$ cat config.mk
export PLATFORM = sky130hd
export DESIGN_NAME = barrel_shift_pipe
export DESIGN_NICKNAME = d
export VERILOG_FILES = /design/src/rtl/barrel_shift_pipe.sv
export SDC_FILE = /design/constraint.sdc
export NUM_CORES = 1
export LEC_CHECK = 0
export BUFFER_PORTS_ARGS = -buffer_cell sky130_fd_sc_hd__buf_2
export CAP_MARGIN = 20
export CORE_ASPECT_RATIO = 2
export CORE_UTILIZATION = 43
export CTS_BUF_LIST = sky130_fd_sc_hd__clkbuf_8 sky130_fd_sc_hd__clkbuf_16
export DETAILED_ROUTE_END_ITERATION = 6
export PLACE_DENSITY = 0.64
export SLEW_MARGIN = 20
export SYNTH_ARGS = -nofsm -noshare
export SYNTH_HDL_FRONTEND = slang
export SYNTH_SLANG_ARGS = --single-unit
$ cat constraint.sdc
create_clock -name clk -period 3.44 [get_ports clk]
set_clock_uncertainty 0.1 [all_clocks]
set_input_delay 0.688 -clock clk [delete_from_list [all_inputs] [get_ports clk]]
set_output_delay 0.688 -clock clk [all_outputs]
set_load 0.01 [all_outputs]
$ cat src/rtl/barrel_shift_pipe.sv
// Purpose     : pipelined logarithmic barrel shifter (SLL/SRL/SRA/ROR); stage k shifts by 2^k when shamt[k]=1.
// Latency     : SHW cycles from issue to out_valid, 1 op/cycle sustained throughput.
// Backpressure: one global advance enable; out_valid & !out_ready freezes every stage and drops in_ready.
//
// Ports:
//   clk, rst_n                     clock, synchronous active-low reset
//   in_valid/in_ready              upstream handshake; in_data, in_shamt, in_op (00 SLL, 01 SRL, 10 SRA, 11 ROR)
//   out_valid/out_ready            downstream handshake; out_data result
//   out_zero                       only with BSH_ZERO_FLAG_EN defined: registered (result == 0), qualified by out_valid
`timescale 1ns/1ps

module barrel_shift_pipe #(
  parameter int WIDTH = 8,
  parameter int SHW   = 3
) (
  input  logic             clk,
  input  logic             rst_n,
  input  logic             in_valid,
  output logic             in_ready,
  input  logic [WIDTH-1:0] in_data,
  input  logic [SHW-1:0]   in_shamt,
  input  logic [1:0]       in_op,
  output logic             out_valid,
  input  logic             out_ready,
  output logic [WIDTH-1:0] out_data
`ifdef BSH_ZERO_FLAG_EN
  ,
  output logic             out_zero
`endif
);

  localparam logic [1:0] OP_SLL = 2'b00;
  localparam logic [1:0] OP_SRL = 2'b01;
  localparam logic [1:0] OP_SRA = 2'b10;

  // One fixed-distance shift step. sh is always a power of two in 1..WIDTH/2,
  // so the ROR left-shift distance WIDTH-sh never reaches WIDTH.
  function automatic logic [WIDTH-1:0] f_shift(
    input logic [WIDTH-1:0] d,
    input logic [1:0]       op,
    input logic             sgn,
    input int unsigned      sh
  );
    logic [WIDTH-1:0] res;
    res = '0;
    case (op)
      OP_SLL:  res = d << sh;
      OP_SRL:  res = d >> sh;
      // Vacated top bits take the entry's original MSB, not this stage's input MSB.
      OP_SRA:  res = (d >> sh) | ({WIDTH{sgn}} & ~({WIDTH{1'b1}} >> sh));
      default: res = (d >> sh) | (d << (WIDTH - sh));
    endcase
    return res;
  endfunction

  logic w_advance;

  // Per-stage sources: stage 0 reads the input port, stage k reads stage k-1.
  logic             w_src_vld   [SHW];
  logic [WIDTH-1:0] w_src_dat   [SHW];
  logic [1:0]       w_src_op    [SHW];
  logic [SHW-1:0]   w_src_shamt [SHW];
  logic             w_src_sgn   [SHW];
  logic [WIDTH-1:0] w_nxt_dat   [SHW];

  // The last stage only needs valid and data, so op/shamt/sign stop one short.
  logic             r_vld   [SHW];
  logic [WIDTH-1:0] r_dat   [SHW];
  logic [1:0]       r_op    [SHW-1];
  logic [SHW-1:0]   r_shamt [SHW-1];
  logic             r_sgn   [SHW-1];

  assign w_advance = !r_vld[SHW-1] || out_ready;
  assign in_ready  = w_advance;
  assign out_valid = r_vld[SHW-1];
  assign out_data  = r_dat[SHW-1];

  for (genvar k = 0; k < SHW; k++) begin : g_stage
    if (k == 0) begin : g_first
      assign w_src_vld[k]   = in_valid;
      assign w_src_dat[k]   = in_data;
      assign w_src_op[k]    = in_op;
      assign w_src_shamt[k] = in_shamt;
      assign w_src_sgn[k]   = in_data[WIDTH-1];
    end else begin : g_next
      assign w_src_vld[k]   = r_vld[k-1];
      assign w_src_dat[k]   = r_dat[k-1];
      assign w_src_op[k]    = r_op[k-1];
      assign w_src_shamt[k] = r_shamt[k-1];
      assign w_src_sgn[k]   = r_sgn[k-1];
    end
    assign w_nxt_dat[k] = w_src_shamt[k][k] ?
                          f_shift(w_src_dat[k], w_src_op[k], w_src_sgn[k], 1 << k) :
                          w_src_dat[k];
  end

  // Bubbles load zeros so idle stages (and out_data while out_valid=0) stay at 0.
  always_ff @(posedge clk) begin
    if (!rst_n) begin
      for (int k = 0; k < SHW; k++) begin
        r_vld[k] <= 1'b0;
        r_dat[k] <= '0;
      end
      for (int k = 0; k < SHW-1; k++) begin
        r_op[k]    <= '0;
        r_shamt[k] <= '0;
        r_sgn[k]   <= 1'b0;
      end
    end else if (w_advance) begin
      for (int k = 0; k < SHW; k++) begin
        r_vld[k] <= w_src_vld[k];
        r_dat[k] <= w_src_vld[k] ? w_nxt_dat[k] : '0;
      end
      for (int k = 0; k < SHW-1; k++) begin
        r_op[k]    <= w_src_vld[k] ? w_src_op[k]    : '0;
        r_shamt[k] <= w_src_vld[k] ? w_src_shamt[k] : '0;
        r_sgn[k]   <= w_src_vld[k] && w_src_sgn[k];
      end
    end
  end

`ifdef BSH_ZERO_FLAG_EN
  // Computed from the final stage's next data so it lands with the result it describes.
  logic r_zero;

  always_ff @(posedge clk) begin
    if (!rst_n) begin
      r_zero <= 1'b0;
    end else if (w_advance) begin
      r_zero <= w_src_vld[SHW-1] && (w_nxt_dat[SHW-1] == '0);
    end
  end

  assign out_zero = r_zero;
`endif

endmodule

# After elaboration in Yosys (flattened, before gate mapping)
# Memories as Yosys holds them, arrays and structs flattened.
# Cells that the tools add are included.
[totals]
register_bits = 0
mem_count = 5
in_bits = 17
word_cells = 65
mem_bits_rw = 39
out_inout_bits = 10
[mem_list]
columns = ["memory", "depth", "width", "read_ports", "rd_ports_with_merged_regs", "write_ports", "line", "text"]
rows = [
  ["r_dat", 3, 8, 3, 0, 3, "68", "logic [WIDTH-1:0] r_dat [SHW];"],
  ["r_shamt", 2, 3, 2, 0, 2, "70", "logic [SHW-1:0] r_shamt [SHW-1];"],
  ["r_op", 2, 2, 2, 0, 2, "69", "logic [1:0] r_op [SHW-1];"],
  ["r_vld", 3, 1, 3, 0, 3, "67", "logic r_vld [SHW];"],
  ["r_sgn", 2, 1, 2, 0, 2, "71", "logic r_sgn [SHW-1];"],
]
[classes]
bitwise_logic = 18
muxes = 29
reduce_logical = 7
n_eq_ne = 6
[ops]
columns = ["cell", "count"]
rows = [
  ["$mux 8", 9],
  ["$pmux 8 s3", 3],
  ["$or 4x8->8", 2],
  ["$or 6x8->8", 2],
  ["$or 7x8->8", 2],
  ["$mux 3", 4],
  ["$or 1x1->1", 12],
  ["$mux 1", 9],
  ["$mux 2", 4],
  ["$eq 2x1->1 const B", 3],
  ["$eq 2x2->1 const B", 3],
  ["$logic_not 2->1", 3],
  ["$logic_and 1x1->1", 2],
  ["$logic_not 1->1", 1],
  ["$logic_or 1x1->1", 1],
]

# Longest topological paths before layout
# Gate-level depths: netlist (run 1).
[logic_depth]
word_depth = 6
mapped_depth = 5
ltp_nobuf = 4

# Worst setup path before layout (run 1)
# OpenSTA, ideal clock, no wires.
[synth_path]
kind = "in2reg"
start = "input out_ready"
end = "memory r_dat[0][0], enable pin"
required_time_ps = 2744
setup_slack_ps = 1163
setup_ps = 596
arrival_time_ps = 1581
path_buffers = 0
stages = 1
path_cell_list = "nand3b_1"
[synth_lines]
columns = ["item", "line", "text"]
rows = [
  ["start: declaration", "24", "input logic out_ready,"],
  ["end: declaration", "68", ""],
]

# Worst setup path in the final report (run 1)
[layout_path]
start = "input out_ready"
end = "output in_ready"
[layout_between]
elab_chain_len = 1
[layout_rtl]
columns = ["item", "line", "text"]
rows = [
  ["$logic_or 1x1->1", "73", "assign w_advance = !r_vld[SHW-1] || out_ready;"],
  ["end: declaration", "19", "output logic in_ready,"],
]
# Every way passes these cells.

==> results of run 1 <==
-- routing by layer --
layer	global-route usage (%)	vias to the layer above	share of wire, %
li1	-	629	-
met5	0	-	0
met2	37.3	31	67
met3	3.83	5	3.1
met4	7.60	0	1.6
met1	11.5	588	29
-- placed cells by master (no fill, tap or decap), drive strengths merged --
cell / synthesis / routed
a211oi: 6 / 6
a21oi: 7 / 7
a22oi: 2 / 2
a311oi: 10 / 10
a31oi: 2 / 2
and2: 9 / 9
buf: 16 / 27
clkbuf: 1 / 5
clkinv: 0 / 1
edfxtp: 36 / 36
inv: 6 / 8
mux2: 2 / 2
nand2: 19 / 19
nand2b: 3 / 3
nand3: 8 / 8
nand3b: 1 / 1
nand4: 1 / 1
nor2: 18 / 18
nor2b: 1 / 1
o211ai: 3 / 3
o21ai: 11 / 11
or2: 1 / 1
xnor2: 1 / 1
-- state kept, by name, summed over array words and instances (netlist names) --
| register | cells |
|---|---|
| r_vld | 3 |
| r_dat | 24 |
| r_op | 4 |
| r_sgn | 2 |
| r_shamt | 3 |
-- per-stage QoR --
stage / hold WS, ns / area [sq um] / total power [mW] / utilization, %
5_1_grt: 0.455 / 2040 / 0.900 / 49.5
4_1_cts: 0.436 / 2040 / 0.871 / 49.5
2_1_floorplan: 0.397 / 1880 / 0.579 / -
3_5_place_dp: 0.421 / 1960 / 0.603 / 47.5
3_3_place_gp: 0.410 / 1960 / 0.597 / 47.5
6_report: 0.431 / 2040 / 0.862 / 49.5
-- cells by family after synthesis --
kind of cell,share of synthesized area (%)
compound gates,15.6
buf+inv,7.40
mux,1.60
simple gates,17.3
xor+xnor,0.467
flops,57.6
-- Yosys cell counts (3+ instances only) --
master / number
buf_4: 10
edfxtp_1: 36
o211ai_1: 3
and2_1: 9
buf_2: 5
a311oi_1: 10
inv_1: 4
a211oi_1: 4
o21ai_0: 4
nand2b_1: 3
nor2_1: 16
nand2_1: 19
a21oi_1: 7
o21ai_1: 7
nand3_1: 5
-- power by group --
group	internal, mW	switching, mW
sequential	0.500	0.0175
combinational	0.0304	0.0449
clock	0.135	0.134
total	0.665	0.197
-- layout make-up --
type / count / area, sq um / share of cell area [%]
Tap cell: 52 / 65.1 / 3.18
Timing Repair Buffer: 27 / 138 / 6.74
Inverter: 6 / 22.5 / 1.10
Clock inverter: 3 / 11.3 / 0.551
Clock buffer: 5 / 68.8 / 3.37
Multi-Input combinational cell: 105 / 657 / 32.1
Sequential cell: 36 / 1080 / 52.9
-- worst reg2reg max path: stages, from the launching register on --
cell and delay, ns:
edfxtp_1 0.59, mux2_4 0.35, a22oi_2 0.19, a211oi_2 0.09
-- worst max path at each step --
stage               startpoint                        end  slack, ns  depth (start not counted)
finish               out_ready                   in_ready       1.39                          3
CTS                  out_ready                   in_ready       1.39                          3
global placement     out_ready                   in_ready       1.42                          3
floorplan            out_ready  r_dat[0][0]$_SDFFCE_PN0P_       1.16                          1
detailed placement   out_ready                   in_ready       1.40                          3
global route         out_ready                   in_ready       1.37                          3
==> flow_summary.ini, run 1 <==
[drt]
antenna_left = 0
drc = 0
first_iter_violations = 28
drt_pass1_iterations = 4
wl_per_cell_um = 14.1
vias = 1253
vias_per_cell = 5.35
routed_wl_um = 3290

[placed_design]
io_buffers = 26
pre_cts_ws_ns = 1.40
hpwlAfterDp_um = 2530
place_congestion = 0.784
dpl.cell_count = 226

[critical_path]
crit_slowest_cell = nand2b_1
r2r_end = r_dat[0][14]$_SDFFCE_PN0P_
end_kind = primary output
cpMostUsedCell = buf_2
critPathMaxStageDelay_ns = 0.26
critPathRequiredTime_ns = 2.65
crit_chain = buf_2 > nand2b_1 > buf_2
critPathKind = primary input to primary output
ff2ff_setup_slack_ns = 1.86
cp_max_fo = 4
path_buf_inv = 2
start_kind = primary input
worstPathArrival_ns = 1.26
crit_family = buffers and inverters
r2r-start = r_op[0][0]$_SDFFCE_PN0P_
rr_worst_depth = 3

[yosys]
synth_area_leaders = edfxtp_1 58%, a311oi_1 4.7%, buf_4 4.0%
synth-async-reset-ratio_pct = 0
synthesis.nets = 181
yosysUniqueCellTypes = 30
synth_top_area_cell = edfxtp_1
syn_inst = 164
postSynthAreaPerCell_sq_um = 11.4
ys_ff_latch = 36
synthFlopType = edfxtp_1
ys_seq_area_share_pct = 57.6
synth_top_cell_area_share_pct = 57.6
synth_warnings = 0
syn_area_sq_um = 1880
synth_edf_count = 36

[worst_hold_path]
hp-class = flip-flop to flip-flop
hold_end = r_shamt[0][5]$_SDFFCE_PN0P_
whs_path_depth = 1
min_from = r_shamt[0][2]$_SDFFCE_PN0P_

[finish]
drive_gt1_share_pct = 25.3
layout.nets = 198
antenna_cells = 0
n_fill_cell = 406
stdcell_count = 234
area_delta_synth_final_pct = 8.87

[timing]
fmax_mhz = 488
worstMarginPinSlew_ns = 0.493
maxSlewHeadroom_pct = 67.1
slew_violations = 0
rsz0062_at_grt = false
setup_viol_count_final = 0
hold_violations = 0
worst_slack_ns = 1.39
tns_ns = 0
finalCriticalPeriod_ns = 2.05
finalCritPeriodShare_pct = 59.5

[clock_network]
post-cts-setup-buffers = 0
clockBufferDepth = 2
clock_latency_ns = 0.28
cts_root_buf = clkbuf_8
cts_buffers = 5
post_cts_resize_count = 0
cts_hold_buf = 0
clkSlewWorstSetupHoldPaths_ns = 0.06
cts_tree = built
clkSinkCount = 36
cts-htree-levels = 2

[grt]
grtUsageTotal_pct = 16.6
grt_max_degree = 37
first_global_vias = 1338
grt_pass1_wl_um = 5690
overflow = 0
antenna_found_initial = 0

[power_and_ir_drop]
vdd_ir_drop_max_mv = 0.260
powerDensity_nw_per_um2 = 422
total_leakage_power_nw = 0.773

[run]
cap_violations = 0

[floorplan]
num_rows = 33
core_sq_um = 4130
die_h_um = 95.4
dieWidth_um = 48.7
start_util_pct = 45.5
io-pin-count = 27
dieArea_sq_um = 4650

[status]
outcome = finished, final reports clean
Power figures use the tool's default switching activity.
==> run 2: changes to the inputs <==
--- a/config.mk
+++ b/config.mk
@@ -5,6 +5,7 @@
 export SDC_FILE = /design/constraint.sdc
 export NUM_CORES = 1
 export LEC_CHECK = 0
+export ABC_AREA = 1
 export BUFFER_PORTS_ARGS = -buffer_cell sky130_fd_sc_hd__buf_2
 export CAP_MARGIN = 20
 export CORE_ASPECT_RATIO = 2
==> constraint.sdc (replaced) <==
create_clock -name clk -period 2.1 [get_ports clk]
set_clock_uncertainty 0.1 [all_clocks]
set_input_delay 0.42 -clock clk [delete_from_list [all_inputs] [get_ports clk]]
set_output_delay 0.42 -clock clk [all_outputs]
set_load 0.01 [all_outputs]
==> flow_summary.ini, run 2 <==
[timing]
hold_violations = 0
tns_ns = 0
finalCritPeriodShare_pct = 74.0
setup_viol_count_final = 0
slew_violations = 0
rsz0062_at_grt = false
maxSlewHeadroom_pct = 71.0
worstMarginPinSlew_ns = 0.436
finalCriticalPeriod_ns = 1.55
worst_slack_ns = 0.545
fmax_mhz = 643

[yosys]
synth_area_leaders = edfxtp_1 55%, nand2_1 13%, nor2_1 7.8%
synth_top_family_by_area = simple AND/OR/NAND/NOR gates
yosysUniqueCellTypes = 19
ys_seq_area_share_pct = 54.7
synth_fa_ha_area_share_pct = 0
synth_top_cell_area_share_pct = 54.7
synth_edf_count = 36
syn_inst = 235
ys_ff_latch = 36
synthesis.nets = 252
synth_warnings = 0
syn_area_sq_um = 1980
synth_top_area_cell = edfxtp_1
synth_compound_area_share_pct = 1.96
synth-simple-area-share_pct = 32.7
synthFlopType = edfxtp_1
postSynthAreaPerCell_sq_um = 8.41
synthMuxAreaShare_pct = 0
synth-async-reset-ratio_pct = 0
yosysMostFrequentCell = nand2_1
yosys-top-cells-count = 70 x nand2_1, 41 x nor2_1, 36 x edfxtp_1, 32 x inv_1, 19 x nand3_1
synth_xor_xnor_area_share_pct = 0

[power_and_ir_drop]
combPwrFrac_pct = 9.8
totalPowerFinal_mw = 1.43
net-switching-power_uw = 337
p_int_mw = 1.09
powerDensity_nw_per_um2 = 653
total_leakage_power_nw = 1.05
p_clk_share_pct = 31.1
vdd_ir_drop_max_mv = 0.489
switching_share_pct = 23.6
seqPwrFrac_pct = 59.1

[critical_path]
crit_slowest_cell = edfxtp_1
cp_max_fo = 5
critPathMaxStageDelay_ns = 0.43
r2r-start = r_vld[0][2]$_SDFFCE_PN0P_
critPathKind = flip-flop to primary output
rr_worst_depth = 5
end_kind = primary output
r2r_end = r_dat[0][7]$_SDFFCE_PN0P_
crit_family = flip-flops
path_buf_inv = 1
critPathRequiredTime_ns = 1.58
crit_chain = nand2_2 > buf_2
start_kind = flip-flop
ff2ff_setup_slack_ns = 0.68
startpoint = r_vld[0][2]$_SDFFCE_PN0P_
worstPathArrival_ns = 1.03

[finish]
largest_register_ffs = 24
postLayoutCellArea_sq_um = 2190
final_common_cell = nand2_1
n_fill_cell = 433
final_cell_mix = 70 x nand2_1, 41 x nor2_1, 36 x edfxtp_1, 32 x inv_1, 26 x buf_2
drive_gt1_share_pct = 19.4
area_delta_synth_final_pct = 10.8
largestRegisters = r_dat: 24 flops, r_op: 4 flops
antenna_cells = 0
layout.nets = 275
largest_register = r_dat

[clock_network]
cts_hold_buf = 0
clkSlewWorstSetupHoldPaths_ns = 0.07
cts_tree = built
clock_latency_ns = 0.28
clockBufferDepth = 2
cts_root_buf = clkbuf_8
clkSinkCount = 36
cts-htree-levels = 2
post_cts_resize_count = 0
post-cts-setup-buffers = 0
cts_buffers = 5

[grt]
grt_max_degree = 37
overflow = 0
antenna_found_initial = 0
grtUsageTotal_pct = 15.9
grt_pass1_wl_um = 5660
first_global_vias = 1398

[drt]
antenna_left = 0
vias_per_cell = 4.74
wl_per_cell_um = 11.0
vias = 1478
first_iter_violations = 37
drt_pass1_iterations = 4
drc = 0
routed_wl_um = 3420

[floorplan]
core_sq_um = 4380
dieArea_sq_um = 4890
start_util_pct = 45.1
dieWidth_um = 49.9
io-pin-count = 27
die_h_um = 97.9
num_rows = 34

[placed_design]
pre_cts_ws_ns = 0.508
hpwlAfterDp_um = 2630
place_congestion = 0.766
io_buffers = 26
placed_cell_area_sq_um = 2110

[worst_hold_path]
hp-class = primary input to flip-flop
whs_path_depth = 3
hold_end = r_shamt[0][2]$_SDFFCE_PN0P_
min_from = in_shamt[2]

[status]
outcome = finished, final reports clean

[run]
cap_violations = 0
[run 2: layout make-up]
type	instances	area, sq um	area share, %
inverter	34	128	5.83
tap	54	67.6	3.09
multi-input combinational	154	686	31.3
timing repair buffer	27	150	6.86
clock inverter	2	7.51	0.343
sequential	36	1080	49.4
clock buffer	5	68.8	3.14
[run 2: metrics by stage]
step	util (%)	hold WS, ns	cells
3_3_place_gp	48.2	0.432	305
2_1_floorplan	-	0.419	235
3_5_place_dp	48.2	0.430	305
5_1_grt	49.9	0.376	312
4_1_cts	49.9	0.335	312
6_report	49.9	0.336	312
[run 2: power groups by stage]
stage / clock (mW) / combinational, mW / sequential (mW)
2_1_floorplan: 0 / 0.104 / 0.851
3_3_place_gp: 0 / 0.140 / 0.859
3_5_place_dp: 0 / 0.142 / 0.860
4_1_cts: 0.459 / 0.143 / 0.845
5_1_grt: 0.489 / 0.161 / 0.848
6_report: 0.445 / 0.140 / 0.845
[run 2: tightest hold or removal path, cell delays in order]
cell and delay [ns]:
buf_2 0.07, inv_1 0.03, nor2_1 0.08
[run 2: worst max path at each step]
stage | end | slack (ns) | depth (start not counted)
detailed placement | r_dat[0][0]$_SDFFCE_PN0P_ | 0.51 | 6
floorplan | r_dat[0][0]$_SDFFCE_PN0P_ | 0.08 | 2
global route | in_ready | 0.48 | 2
finish | in_ready | 0.55 | 2
global placement | r_dat[0][0]$_SDFFCE_PN0P_ | 0.54 | 6
CTS | in_ready | 0.52 | 2
[run 2: cell families (layout without fill, tap and decap cells)]
kind of cell / after synthesis / count (layout)
AO/OA/AOI/OAI: 7 / 7
AND/OR/NAND/NOR: 147 / 147
buffers and inverters: 45 / 68
flip-flops: 36 / 36
[run 2: layer usage]
| metal | global-route usage (%) | wire length (um) | vias to the layer above |
|---|---|---|---|
| met5 | 0 | 0 | - |
| met4 | 7.91 | 66 | 0 |
| met3 | 4.21 | 100 | 6 |
| met2 | 33.5 | 2150 | 29 |
| met1 | 11.4 | 1110 | 668 |
| li1 | - | - | 775 |
